### config.mk
export PLATFORM = sky130hd
export DESIGN_NAME = program_loader
export DESIGN_NICKNAME = d
export VERILOG_FILES = /design/src/rtl/program_loader.sv
export SDC_FILE = /design/constraint.sdc
export NUM_CORES = 1
export LEC_CHECK = 0
export BUFFER_PORTS_ARGS = -buffer_cell sky130_fd_sc_hd__clkbuf_2
export CAP_MARGIN = 20
export CORE_MARGIN = 3
export CORE_UTILIZATION = 49
export CTS_CLUSTER_DIAMETER = 30
export DETAILED_ROUTE_END_ITERATION = 10
export GPL_TIMING_DRIVEN = 0
export PLACE_DENSITY_LB_ADDON = 0.2
export SLEW_MARGIN = 20
export SYNTH_ARGS = -nofsm -noshare
export SYNTH_HDL_FRONTEND = slang
export SYNTH_SLANG_ARGS = --single-unit
### constraint.sdc
create_clock -name clk -period 2.2 [get_ports clk]
set_clock_uncertainty 0.1 [all_clocks]
set_input_delay 0.33 -clock clk [delete_from_list [all_inputs] [get_ports clk]]
set_output_delay 0.33 -clock clk [all_outputs]
set_load 0.01 [all_outputs]
### src/rtl/program_loader.sv
// program_loader: writer side of the instruction memory.
// Assembles a little-endian byte stream into 32-bit words, writes them to
// word addresses 0, 1, 2, ... and holds the CPU halted until a complete
// program terminated by HALT_WORD has been written.
// Optional feature macro: LOADER_CHECKSUM_EN (trailing XOR checksum byte).
module program_loader #(
   parameter int          DEPTH     = 64,
   parameter int          ADDR_W    = 6,
   parameter logic [31:0] HALT_WORD = 32'h0000007F
) (
   input  logic              clk,
   input  logic              rst,
   input  logic              start,
   input  logic              byte_valid,
   input  logic [7:0]        byte_data,
   output logic              byte_ready,
   output logic              wr_en,
   output logic [ADDR_W-1:0] wr_addr,
   output logic [31:0]       wr_data,
   output logic              cpu_hlt,
   output logic              done,
   output logic              err,
   output logic [ADDR_W:0]   word_count
);

   localparam logic [ADDR_W:0]   DEPTH_CNT = (ADDR_W+1)'(DEPTH);
   localparam logic [ADDR_W:0]   CNT_ONE   = (ADDR_W+1)'(1);
   localparam logic [ADDR_W-1:0] LAST_ADDR = ADDR_W'(DEPTH - 1);

`ifdef LOADER_CHECKSUM_EN
   typedef enum logic [2:0] {S_IDLE, S_LOAD, S_DONE, S_ERR, S_CSUM} state_t;
`else
   typedef enum logic [1:0] {S_IDLE, S_LOAD, S_DONE, S_ERR} state_t;
`endif

   state_t            state_reg;
   state_t            state_next;
   logic [1:0]        byte_idx_reg;
   logic              wr_en_reg;
   logic [ADDR_W-1:0] wr_addr_reg;
   logic [31:0]       wr_data_reg;
   logic [ADDR_W:0]   word_count_reg;
   logic [31:0]       word_next;
   logic              load_byte;
   logic              word_done;
   logic              start_ok;
   logic              halt_write;
   logic              last_write;

   // A byte is only consumed while loading; byte_ready is 1 throughout LOAD.
   assign load_byte  = byte_valid && (state_reg == S_LOAD);
   assign word_done  = load_byte && (byte_idx_reg == 2'd3);
   assign start_ok   = start && (state_reg == S_IDLE || state_reg == S_DONE ||
                                 state_reg == S_ERR);
   // Terminating conditions are evaluated in the write cycle itself, so the
   // state changes on the same edge the memory captures the word.
   assign halt_write = wr_en_reg && (wr_data_reg == HALT_WORD);
   assign last_write = wr_en_reg && (wr_addr_reg == LAST_ADDR);

   // Byte lanes 0..2 of the word under assembly; lane 3 is taken straight
   // from the bus when the 4th byte arrives.
   genvar gi;
   generate
      for (gi = 0; gi < 3; gi++) begin : g_lane
         logic [7:0] lane_reg;
         // Capture the byte that belongs to this lane.
         always_ff @(posedge clk or posedge rst) begin
            if (rst) begin
               lane_reg <= '0;
            end else if (load_byte && byte_idx_reg == 2'(gi)) begin
               lane_reg <= byte_data;
            end
         end
      end
   endgenerate

   assign word_next = {byte_data, g_lane[2].lane_reg, g_lane[1].lane_reg,
                       g_lane[0].lane_reg};

`ifdef LOADER_CHECKSUM_EN
   logic [7:0] csum_reg;
   logic       csum_match;

   assign csum_match = (byte_data == csum_reg);

   // Running XOR of every program byte accepted in this load.
   always_ff @(posedge clk or posedge rst) begin
      if (rst) begin
         csum_reg <= '0;
      end else if (start_ok) begin
         csum_reg <= '0;
      end else if (load_byte) begin
         csum_reg <= csum_reg ^ byte_data;
      end
   end
`endif

   // State register.
   always_ff @(posedge clk or posedge rst) begin
      if (rst) begin
         state_reg <= S_IDLE;
      end else begin
         state_reg <= state_next;
      end
   end

   // Next-state and state-decoded outputs.
   always_comb begin
      state_next = state_reg;
      byte_ready = 1'b0;
      cpu_hlt    = 1'b1;
      done       = 1'b0;
      err        = 1'b0;
      case (state_reg)
         S_IDLE: begin
            if (start) state_next = S_LOAD;
         end
         S_LOAD: begin
            byte_ready = 1'b1;
            if (halt_write) begin
`ifdef LOADER_CHECKSUM_EN
               // A byte arriving in the HALT write cycle is the checksum.
               if (byte_valid) state_next = csum_match ? S_DONE : S_ERR;
               else            state_next = S_CSUM;
`else
               state_next = S_DONE;
`endif
            end else if (last_write) begin
               state_next = S_ERR;
            end
         end
         S_DONE: begin
            done    = 1'b1;
            cpu_hlt = 1'b0;
            if (start) state_next = S_LOAD;
         end
         S_ERR: begin
            err = 1'b1;
            if (start) state_next = S_LOAD;
         end
`ifdef LOADER_CHECKSUM_EN
         S_CSUM: begin
            byte_ready = 1'b1;
            if (byte_valid) state_next = csum_match ? S_DONE : S_ERR;
         end
`endif
         default: state_next = S_IDLE;
      endcase
   end

   // Byte index, write port registers and word counter.
   always_ff @(posedge clk or posedge rst) begin
      if (rst) begin
         byte_idx_reg   <= '0;
         wr_en_reg      <= 1'b0;
         wr_addr_reg    <= '0;
         wr_data_reg    <= '0;
         word_count_reg <= '0;
      end else begin
         // Only a 4th byte in LOAD launches a write, so the strobe can
         // never appear outside the LOAD write cycle.
         wr_en_reg <= word_done;
         if (start_ok) begin
            byte_idx_reg   <= '0;
            wr_addr_reg    <= '0;
            word_count_reg <= '0;
         end else begin
            if (load_byte) begin
               byte_idx_reg <= byte_idx_reg + 2'd1;
            end
            if (word_done) begin
               wr_addr_reg <= word_count_reg[ADDR_W-1:0];
               wr_data_reg <= word_next;
               if (word_count_reg != DEPTH_CNT) begin
                  word_count_reg <= word_count_reg + CNT_ONE;
               end
            end
         end
      end
   end

   assign wr_en      = wr_en_reg;
   assign wr_addr    = wr_addr_reg;
   assign wr_data    = wr_data_reg;
   assign word_count = word_count_reg;

endmodule

==> impl.org, run 1 <==
** STA
- Number of failing setup endpoints in the final timing report :: 0
- Timing would allow up to 508.6 MHz.
- Worst-margin pin slew :: 0.5247 ns
- Headroom to the max-slew limit came out at 0.6469.
- Hold Vio Cnt, Final :: 0
- Setup repair after global routing left no endpoint under its margin.
- The number of slew-limit violations in the final report came to 0.
- Dividing the final minimum period by the clock period gives 0.8938.
- In the final timing run, aggregate negative setup slack is 0 ns.
- After layout, the minimum clock period comes to 1.966 ns.

** Power and ir drop
- For this design the ratio of total power to cell area is 1315 nW/um^2.
- In this run the static leakage power is 0.001948 uW.
- VDD sags by at most 0.7256 mV.

** Placed design
- During placement, the flow inserted port buffers numbering 61.
- Cell area after placement :: 3486 um^2
- HPWL after detailed placement :: 4870 um
- At the end of routability-driven placement, the weighted congestion stood at 0.7321.

** Critical path
- The slowest stage of the critical path is the sky130_fd_sc_hd__or4_1 cell.
- Path type of the worst setup path :: reg -> reg
- Along the worst path, the maximum fanout reaches 3.
- Required time of the critical path :: 2.32 ns
- Worst path top cell family by delay :: simple AND/OR/NAND/NOR gates
- The critical path goes through or4_1 > nor4_1 > nand3_1 > o22a_1.
- Arr. time, crit path :: 2.08 ns
- In this design, the stage delay of the slowest critical-path cell is 0.59 ns.
- The worst setup path is captured at a flop.
- STA classifies the critical path startpoint as a flop.
- Crit path buf inv count :: 0

** Synth
- Cell accounting for the most synthesized area :: sky130_fd_sc_hd__dfrtp_1
- Most frequent cells after synthesis :: sky130_fd_sc_hd__nand2_1 (109), sky130_fd_sc_hd__dfrtp_1 (74), sky130_fd_sc_hd__mux2_2 (24), sky130_fd_sc_hd__inv_1 (8), sky130_fd_sc_hd__nand3_1 (8)
- Area share of fa/ha/maj cells after synthesis :: 0.02467
- Of the post-synthesis cell area, the dominant cell type holds 0.6086.
- Among all flip-flop cells after synthesis, the most frequent one is sky130_fd_sc_hd__dfrtp_1.
- Instance count of the mapped netlist :: 288
- Most common cell in the netlist :: sky130_fd_sc_hd__nand2_1
- Number of nets produced by synthesis :: 306
- Largest family of logic cells by synthesized area :: simple AND/OR/NAND/NOR gates
- In the synthesized netlist the async set-or-reset flop fraction comes to 1.000.
- After synthesis the netlist holds a flip-flop and latch count of 74.
- Of the post-synthesis cell area, the part taken by muxes is 0.09539.
- The mapped netlist covers 3043 um^2.
- Cell types with the largest area share after synthesis :: sky130_fd_sc_hd__dfrtp_1 (61%), sky130_fd_sc_hd__nand2_1 (13%), sky130_fd_sc_hd__mux2_2 (8.9%)
- Number of synthesis warnings :: 0
- Fraction of the mapped netlist area in compound gates :: 0.01933
- XOR/XNOR Fraction of Synth Area :: 0.01151
- Average instance area after synthesis :: 10.57 um^2
- The number of different library cells used by synthesis comes to 33.
- Sequential fraction of the synthesis area :: 0.6086
- In this run, synthesis inferred 0 flip-flops with an integrated enable.
- Post-synthesis simple-gate area fraction :: 0.2159

** Cells and area
- From synthesis to final layout, the design area changed by 21.59%.
- The multi-input combinational cells in the finished layout cover a total of 1116 um^2.
- The register with the most flip-flops in the layout has 32 of them.
- In the final layout, the share of cells above drive strength 1 is 0.2970.
- Footprint of the flip-flops and latches :: 1852 um^2
- Count of nets after finishing :: 381
- The repair_antennas step left the layout with diodes totalling 0.
- Cell area after layout :: 3700 um^2
- The filler cells instantiated in the layout total 515.

** Clock network
- The H-tree was split into 3 levels.
- CTS placed an instance of sky130_fd_sc_hd__clkbuf_8 at the clock tree root.
- Gates resized, CTS repair :: 0
- CTS max path bufs :: 2
- Reg clk slew, reported paths :: 0.07 ns
- The clock drives 74 sinks.
- Postcts setup bufs :: 0
- The later pin in the worst-skew pair is clocked with a latency of 0.34 ns.
- Post-CTS Hold Buffers :: 1
- Clock buffer count from CTS :: 9
- TritonCTS clock tree :: yes

** Hold path
- The worst hold path belongs to the class in -> reg.

** GRT
- Global route total overflow :: 0
- Combined global-route utilization of all metal layers :: 0.2036
- The first global-routing pass estimated 11350 um of wire.
- Number of antenna violations at the first check in global routing :: 0
- Pin count of the biggest net entering global routing :: 33
- Via count of the first global-routing pass :: 2276

** Die
- Die extent in y :: 84.81 um
- Die extent in x :: 84.81 um
- Number of top-level pins :: 62
- Number of core rows :: 28
- The total area inside the core boundary comes to 5956 um^2.
- Initial Utilization :: 0.5109
- Die ar. :: 7192 um^2

** Detailed routing
- The routed design has 6689 um of wire.
- The detailed router finished its first iteration with 135 violations.
- Post-route antenna net violation count :: 0
- Detailed routing inserted a total of 2293 vias.
- Detail-routed via count per cell :: 5.188
- Residual DRC count :: 0
- DR WL/cell :: 15.13 um
- TritonRoute pass-1 iters :: 4

** Run
- Max-cap violations :: 0

** Outcome
- Result of the run :: complete, no violations
[layout make-up]
class	instances	area share
Clock buffer	13	0.04565
Clock inverter	2	0.009469
Inverter	8	0.009131
Multi-Input combinational cell	196	0.3017
Timing Repair Buffer	64	0.09604
Buffer	10	0.01217
Sequential cell	74	0.5005
Tap cell	75	0.02536
[worst register-to-register path, cell delays in order (launching register included)]
cell                      delay [ns]
sky130_fd_sc_hd__dfrtp_1        0.40
sky130_fd_sc_hd__or4_1          0.59
sky130_fd_sc_hd__nor4_1         0.35
sky130_fd_sc_hd__nand3_1        0.20
sky130_fd_sc_hd__o22a_1         0.22
[cell usage in the layout (no fill, tap or decap), types with 6 or more instances in the layout]
| cell | synthesis | final |
|---|---|---|
| sky130_fd_sc_hd__mux2_2 | 24 | 24 |
| sky130_fd_sc_hd__nand4_1 | 6 | 6 |
| sky130_fd_sc_hd__ha_1 | 6 | 6 |
| sky130_fd_sc_hd__clkbuf_8 | 0 | 12 |
| sky130_fd_sc_hd__nor2_1 | 7 | 7 |
| sky130_fd_sc_hd__nor4_1 | 6 | 6 |
| sky130_fd_sc_hd__clkbuf_1 | 5 | 6 |
| sky130_fd_sc_hd__nand3_1 | 8 | 8 |
| sky130_fd_sc_hd__nand2_1 | 109 | 109 |
| sky130_fd_sc_hd__inv_1 | 8 | 7 |
| sky130_fd_sc_hd__clkbuf_2 | 0 | 61 |
| sky130_fd_sc_hd__dfrtp_1 | 74 | 74 |
[report_power, final]
part | internal [uW] | switching [uW] | total [uW]
combinational | 669 | 768 | 1440
sequential | 1940 | 424 | 2360
clock | 610 | 458 | 1070
total | 3220 | 1650 | 4870
[through the flow]
step	std cells	utilization	power [uW]	hold WS [ns]	setup slack (ns)
4_1_cts	442	0.6212	4907	0.1404	0.1827
2_1_floorplan	288	-	3194	0.3331	0.5179
6_report	442	0.6212	4866	0.1575	0.2337
3_3_place_gp	424	0.5786	3764	0.3456	0.2409
5_1_grt	442	0.6212	5206	0.1518	0.1153
3_5_place_dp	426	0.5853	3833	0.2564	0.2148
[kinds of logic (layout without fill, tap and decap cells)]
kind of cell,Yosys count,after routing
AND/OR/NAND/NOR,151,151
buffers and inverters,18,97
adder cells (fa/ha/maj),6,6
multiplexers,26,26
XOR/XNOR,4,4
AO/OA/AOI/OAI,9,9
flip-flops,74,74
[worst paths after layout]
kind	from	end	slack, ns	cells after the start
setup / recovery	wr_data[27]	state_reg[0]	0.23	4
hold / removal	byte_data[0]	wr_data[24]	0.16	3
setup reg to reg	wr_data[27]	state_reg[0]	0.23	4
hold reg to reg	g_lane[2].lane_reg[7]	wr_data[23]	0.37	2
max in group asynchronous	rst	wr_data[19]	1.06	4
min in group asynchronous	rst	wr_data[13]	0.44	3
[routing by layer]
metal / up-vias / global-route usage / share of wire / wire length (um)
met4: 0 / 0.07194 / 0.013 / 87
met1: 1129 / 0.3016 / 0.48 / 3179
li1: 1101 / - / - / -
met2: 55 / 0.2968 / 0.46 / 3051
met5: - / 0 / 0 / 0
met3: 8 / 0.04514 / 0.055 / 370
No activity file was read; power rests on OpenSTA's default activity.
==> inputs of run 2 (changes only) <==
--- a/config.mk
+++ b/config.mk
@@ -7,8 +7,9 @@
 export LEC_CHECK = 0
 export BUFFER_PORTS_ARGS = -buffer_cell sky130_fd_sc_hd__clkbuf_2
 export CAP_MARGIN = 20
+export CORE_ASPECT_RATIO = 0.6
 export CORE_MARGIN = 3
-export CORE_UTILIZATION = 49
+export CORE_UTILIZATION = 54
 export CTS_CLUSTER_DIAMETER = 30
 export DETAILED_ROUTE_END_ITERATION = 10
 export GPL_TIMING_DRIVEN = 0
==> constraint.sdc (replaced) <==
create_clock -name clk -period 1.9 [get_ports clk]
set_clock_uncertainty 0.1 [all_clocks]
set_input_delay 0.285 -clock clk [delete_from_list [all_inputs] [get_ports clk]]
set_output_delay 0.285 -clock clk [all_outputs]
set_load 0.01 [all_outputs]
==> run 2 against run 1 <==
Non-clock buffer count is 3 higher. Largest cell class unchanged. Sequential power is 17% higher. Critical path depth is the same. Combinational power rose by 19%. Routed wire length up 6.4%. Global-route usage grew 3.9 points. Worst setup slack got worse by 0.18 ns. Die area is 8.2% lower. Power rose by 19%. Critical path type unchanged.
==> impl.org, run 2 (synthesized netlist as in run 1, its figures left out) <==
** Critical path
- The startpoint identified for the worst register-to-register timing path is wr_data[24].
- Highest-delay cell along the critical path :: sky130_fd_sc_hd__or4b_4
- In this run the worst setup path terminates at state_reg[0].
- Tracing the worst setup path back leads to its startpoint at wr_data[24].
- Stage delay of the slowest cell on the critical path :: 0.55 ns
- The endpoint identified for the worst register-to-register timing path is state_reg[0].
- The worst setup path is of the reg -> reg kind.
- Path depth of the worst reg2reg path :: 4
- Required time of the critical path :: 2.03 ns
- Total stage count of the critical path :: 4
- STA classifies the critical path endpoint as a flop.
- Crit path buf inv count :: 0
- Of all nets on the critical path, the largest fanout is 3.
- Worst path top cell family by delay :: simple AND/OR/NAND/NOR gates
- Critical path startpoint category :: flop
- Arr. time, crit path :: 1.98 ns
- The worst register-to-register path has a setup slack of 0.05 ns.
- List of cells traversed by the critical path :: or4b_4 > nor4_4 > nand3_2 > o22a_1

** Die
- Number of core rows :: 20
- Area of the placeable core :: 5255 um^2
- From bottom edge to top edge, the die measures 64.15 um.
- Number of top-level pins :: 62
- Die extent in x :: 102.9 um
- The die covers 6601 um^2.
- The initial utilization of the core area, before any placement, comes to 0.5790.

** Placed design
- Total instance count after detailed placement :: 417
- HPWL after detailed placement :: 5085 um
- The congestion estimate from routability-driven global placement came to 0.8780.
- Input and output buffers added on the ports amount to 61.

** STA
- The number of slew-limit violations in the final report is 0.
- Hold Vio Cnt, Final :: 0
- At the pin with the least slew margin, the transition time is 0.5242 ns.
- For the final routed database, the setup TNS stands at 0 ns.
- Number of failing setup endpoints in the final timing report :: 0
- Derived from the worst setup path, the maximum achievable clock frequency is 541.7 MHz.
- Setup repair after global routing could not meet its margin everywhere.
- Across all hold checks on the routed design, the worst slack comes to 0.09337 ns.
- In the finished design, the share of the clock period the worst path needs comes to 0.9715.
- Headroom to the max-slew limit came out at 0.6505.
- The smallest clock period supported by the final layout is computed as 1.846 ns.

** Detailed routing
- Total Wirelength :: 7119 um
- The detail route stage leaves a number of antenna-violating nets equal to 0.
- Total number of vias :: 2354
- Initial DRC count :: 161
- Wire segments on met3 add up to 565 um in the final route.
- Detail-routed via count per cell :: 5.387
- Detailed routing placed a total of 3097 um of wire on met2.
- Uppermost layer routed :: met4
- For this run, the detailed router's first-pass iteration total came to 4.
- Met1 WL :: 3403 um
- Residual DRC count :: 0
- In the final routed layout, each cell accounts on average for 16.29 um.

** GRT
- Global route total overflow :: 0
- Combined global-route utilization of all metal layers :: 0.2430
- The first global-routing pass estimated 11730 um of wire.
- Pin count of the biggest net entering global routing :: 33
- Number of antenna violations at the first check in global routing :: 0
- The via count of the first global-routing pass was 2249.

** Power and ir drop
- Net Sw Power :: 2014 uW
- The design draws 5808 uW.
- Of the total power, combinational logic draws 0.297.
- Power density of the placed cells :: 1545 nW/um^2
- Internal power comes to 3794 uW.
- Summed over all cells, the static leakage comes to 0.001975 uW.
- Of the total power, registers draw 0.476.
- Fraction of power consumed by the clock network :: 0.228
- Of the total power, the share spent switching nets is 0.3467.
- VDD sags by at most 1.031 mV.

** Cells and area
- The number of antenna diodes in the final layout is 0.
- Counting the fill cells in the layout gives 408.
- Count of nets after finishing :: 384
- The register with the most flip-flops in the layout has 32 of them.
- The library cells used most frequently in the layout, excluding fill and tap cells, are sky130_fd_sc_hd__nand2_1 (109), sky130_fd_sc_hd__dfrtp_1 (74), sky130_fd_sc_hd__clkbuf_2 (61), sky130_fd_sc_hd__mux2_2 (24), sky130_fd_sc_hd__clkbuf_8 (9).
- Footprint of the flip-flops and latches :: 1852 um^2
- Compared with the post-synthesis result, the final layout area differs by 23.56%.
- The finished layout holds 437 standard cells, fillers aside.
- Leaving out fill and tap cells, the most frequent cell in the layout is sky130_fd_sc_hd__nand2_1.
- Of the cells placed in the final design, the portion with a size suffix greater than 1 is 0.3181.
- Area of the multi-input gates :: 1144 um^2

** Clock network
- TritonCTS built the clock tree.
- CTS placed an instance of sky130_fd_sc_hd__clkbuf_8 at the clock tree root.
- The longest clock path from root to sink contains 2 buffers.
- Insertion delay to the later sink of the worst-skew pair :: 0.35 ns
- TritonCTS created 9 clock buffers.
- Clock-pin slew was measured on the worst setup and hold paths at 0.08 ns.
- Number of H-tree levels :: 3
- Total number of clock tree sinks :: 74

** Hold path
- The tightest min-delay check is of the in -> reg type.

** Run
- The tool flagged a number of max-cap violations equal to 0.

** Outcome
- The run finished with clean final reports.
[run 2: cell count changes in the layout (fill, tap and decap cells not counted), sizes merged]
| cell | previous run | this run |
|---|---|---|
| clkinv | 1 | 3 |
| bufinv | 1 | 2 |
| clkinvlp | 1 | 3 |
| clkbuf | 79 | 78 |
[run 2: routing by layer]
metal / track usage / vias up
met1: 0.3646 / 1154
li1: - / 1108
met4: 0.07916 / 0
met3: 0.06543 / 7
met2: 0.3419 / 85
met5: 0 / -
[run 2: worst min path at each step]
stage	start	end	slack (ns)	cells after the start
finish	byte_data[1]	wr_data[25]	0.09	3
global route	byte_data[3]	wr_data[27]	0.10	3
CTS	byte_data[1]	wr_data[25]	0.08	3
detailed placement	rst	g_lane[1].lane_reg[2]	0.16	2
global placement	g_lane[1].lane_reg[2]	wr_data[10]	0.34	2
floorplan	byte_data[0]	wr_data[24]	0.29	2
[run 2: through the flow]
| stage | cell area (um^2) | worst slack [ns] | utilization |
|---|---|---|---|
| after global placement | 3435 | -0.2494 | 0.6536 |
| after floorplan | 3047 | 0.2179 | - |
| after global routing | 3760 | -0.01325 | 0.7155 |
| after detailed placement | 3475 | -0.2361 | 0.6612 |
| after CTS | 3741 | 0.01757 | 0.7119 |
| final | 3760 | 0.05410 | 0.7155 |
[run 2: layout make-up]
type / instances / share of cell area
clock inverters: 7 / 0.02496
multi-input cells: 196 / 0.3042
repair buffers: 67 / 0.1005
flip-flops and latches: 74 / 0.4925
plain buffers: 10 / 0.01398
clock buffers: 9 / 0.03295
well taps: 66 / 0.02196
inverters: 8 / 0.008985
[run 2: power groups by stage]
stage                     registers, uW  clock network (uW)  logic (uW)
after detailed placement           2780                   0        1670
after global routing               2850                1420        1960
after floorplan                    2830                   0         865
final                              2760                1320        1720
after global placement             2740                   0        1610
after CTS                          2750                1350        1720
[run 2: worst min-delay path: cells and delay by family]
kind | cells | cell delay [ns]
and+or+nand+nor | 2 | 0.10
buffers and inverters | 1 | 0.12
[run 2: repair_timing]
item	in CTS	in global routing
setup endpoints to repair	5	17
endpoints found under the hold margin	13	0
gates cloned	0	0
hold buffers	1	0
resized for setup	4	4
buffers inserted	2	1
pin swaps	3	1
==> inputs of run 3 (changes only) <==
--- a/config.mk
+++ b/config.mk
@@ -9,10 +9,12 @@
 export CAP_MARGIN = 20
 export CORE_ASPECT_RATIO = 0.6
 export CORE_MARGIN = 3
-export CORE_UTILIZATION = 54
+export CORE_UTILIZATION = 55
+export CTS_BUF_LIST = sky130_fd_sc_hd__clkbuf_4
 export CTS_CLUSTER_DIAMETER = 30
 export DETAILED_ROUTE_END_ITERATION = 10
 export GPL_TIMING_DRIVEN = 0
+export HOLD_SLACK_MARGIN = 0.05
 export PLACE_DENSITY_LB_ADDON = 0.2
 export SLEW_MARGIN = 20
 export SYNTH_ARGS = -nofsm -noshare
==> run 3 against run 2 <==
Core utilization grew 0.087 points. Hold slack better by 0.16 ns. Critical path type unchanged. Worst setup slack lost 0.034 ns. Register-to-register slack got worse by 0.03 ns. Die area down 1.7%. First-iteration DRC count is 20% lower.
==> impl.org, run 3 (synthesized netlist as in run 1, its figures left out) <==
** Critical path
- Of all nets on the critical path, the largest fanout is 3.
- For the worst setup path, the data required time is 2.10 ns.
- Path type of the worst setup path :: reg -> reg
- STA puts the critical path data arrival time at 2.08 ns.
- Endpoint type of the worst setup path :: flop
- Critical path startpoint category :: flop

** STA
- Final Critical Period :: 1.880 ns
- Setup slack closes at 0.01993 ns.
- Timing would allow up to 531.9 MHz.
- The number of slew-limit violations in the final report was 0.
- Number of failing setup endpoints in the final timing report :: 0
- In the finished design, the share of the clock period the worst path needs comes to 0.9895.
- Sum of negative setup slack :: 0 ns
- The worst pin sits at a relative slew slack of 0.6373.
- Setup repair after global routing missed its margin :: true
- Hold Vio Cnt, Final :: 0
- Hold timing on the final database bottoms out at a slack of 0.2511 ns.
- Worst-margin pin slew :: 0.5440 ns

** Cells and area
- Leaving out fill and tap cells, the most frequent cell in the layout is sky130_fd_sc_hd__nand2_1.
- In the final layout, the share of cells above drive strength 1 is 0.3122.
- With fillers left out, the area of the finished cells amounts to 3729 um^2.
- Leaving out filler cells and counting taps, the final layout contains 444.
- From synthesis to final layout, the design area changed by 22.53%.
- The number of antenna diodes in the final layout is 0.
- Filler cells :: 386
- Flip-flop count of the largest register, all copies and words added :: 32
- The final layout contains 392 nets.
- Top library cells by usage in the layout, fill and taps aside :: sky130_fd_sc_hd__nand2_1 (109), sky130_fd_sc_hd__dfrtp_1 (74), sky130_fd_sc_hd__clkbuf_2 (61), sky130_fd_sc_hd__mux2_2 (24), sky130_fd_sc_hd__clkbuf_4 (12)

** Die
- For this configuration, the core starts out at a cell density of 0.5846.
- The die is 63.62 um tall.
- The die is 102.0 um wide.
- Area of the placeable core :: 5205 um^2
- The initialized floorplan defines 20 standard-cell rows.
- Pin placement for this block handled 62 I/O pins.
- Die ar. :: 6490 um^2

** Clock network
- Number of H-tree levels :: 3
- Total number of clock tree sinks :: 74
- CTS max path bufs :: 2
- Clock buffer count from CTS :: 9
- TritonCTS built the clock tree.
- Clk Tree Root Cell :: sky130_fd_sc_hd__clkbuf_4
- Insertion delay to the later sink of the worst-skew pair :: 0.41 ns
- Reg clk slew, reported paths :: 0.10 ns

** Detailed routing
- Total number of vias :: 2413
- Before antenna repair, the detailed router went through 4 iterations.
- After detailed routing, the total wire length is 7225 um.
- Detail-routed via count per cell :: 5.435
- DR WL/cell :: 16.27 um
- The count of nets left with antenna violations once routing finished came out at 0.
- In the routed design, unresolved DRC markers number 0.
- Initial DRC count :: 129

** Placed design
- Pre-CTS setup slack :: -0.2727 ns
- RePlAce Congestion :: 0.8966
- Counting tap cells, the placed design contains a total of 417 instances.
- During placement, the flow inserted port buffers numbering 61.
- The HPWL after detailed placement is 5135 um.
- Cell area after placement :: 3475 um^2

** GRT
- Number of antenna violations at the first check in global routing :: 0
- The total overflow left after global routing is 0.
- Entering global routing, the biggest net connects 32 pins.
- Via count of the first global-routing pass :: 2257
- Combined global-route utilization of all metal layers :: 0.2395
- Wire length of the first global-routing pass :: 11540 um

** Run
- Max-cap violations :: 0

** Outcome
- The flow ran to the end, and the final reports show no timing, DRC or antenna violations.

** Power and ir drop
- Power spread over the standard cell area amounts to 1419 nW/um^2.
- Static Leak :: 0.001968 uW
- Max rail drop VDD :: 0.8177 mV

** Hold path
- Class of the worst hold path :: in -> reg
==> run 3: changes by cell type in the layout (fill, tap and decap cells not counted), moves of 2 or more <==
cell | before | now
sky130_fd_sc_hd__clkbuf_4 | 3 | 12
sky130_fd_sc_hd__clkbuf_8 | 9 | 0
sky130_fd_sc_hd__buf_2 | 0 | 2
sky130_fd_sc_hd__dlygate4sd3_1 | 1 | 10
sky130_fd_sc_hd__bufinv_16 | 2 | 0
sky130_fd_sc_hd__clkinv_2 | 2 | 4
sky130_fd_sc_hd__clkinvlp_4 | 3 | 1
==> run 3: per-stage QoR <==
step	total power [uW]	util
6_report	5292	0.7163
5_1_grt	5690	0.7163
4_1_cts	5275	0.7106
3_5_place_dp	4447	0.6675
3_3_place_gp	4338	0.6599
2_1_floorplan	3698	-
==> run 3: timing repair <==
| action | CTS | global route |
|---|---|---|
| setup endpoints to repair | 6 | 23 |
| pin swaps | 4 | 1 |
| buffers inserted | 1 | 1 |
| endpoints found under the hold margin | 83 | 1 |
| hold buffers | 9 | 1 |
| gates resized for setup | 4 | 5 |
| cloned | 0 | 0 |
==> run 3: cell type report <==
class	instances	area (um^2)	share of cell area
tap	66	82.58	0.02215
multi-input combinational	196	1150	0.3084
clock buffer	11	82.58	0.02215
clock inverter	4	20.02	0.005369
buffer	10	47.55	0.01275
sequential	74	1852	0.4966
inverter	8	33.78	0.009060
timing repair buffer	75	460.4	0.1235
==> run 3: power by group <==
part,internal (uW),total [uW],switching [uW]
Sequential,2240,2770,529
Clock,283,787,504
Combinational,824,1740,914
Total,3350,5290,1950
==> run 3: final timing paths <==
check | to | cells past startpoint | start | slack, ns
setup / recovery | state_reg[0] | 4 | wr_data[24] | 0.02
hold / removal | byte_idx_reg[1] | 4 | byte_valid | 0.25
setup reg to reg | state_reg[0] | 4 | wr_data[24] | 0.02
hold reg to reg | wr_data[9] | 2 | g_lane[1].lane_reg[1] | 0.37
max in group asynchronous | wr_data[20] | 4 | rst | 0.95
min in group asynchronous | wr_data[17] | 3 | rst | 0.29
==> run 3: per-layer routing <==
metal / up-vias / track usage / share of wire
met1: 1199 / 0.3504 / 0.47
met2: 82 / 0.3374 / 0.44
met4: 0 / 0.04746 / 0.0089
li1: 1125 / - / -
met3: 7 / 0.09845 / 0.081
met5: - / 0 / 0
==> run 3: worst max-delay path: stages (launching register included) <==
cell,delay (ns)
sky130_fd_sc_hd__dfrtp_1,0.42
sky130_fd_sc_hd__or4b_4,0.56
sky130_fd_sc_hd__nor4_4,0.35
sky130_fd_sc_hd__nand3_2,0.14
sky130_fd_sc_hd__o22a_1,0.20
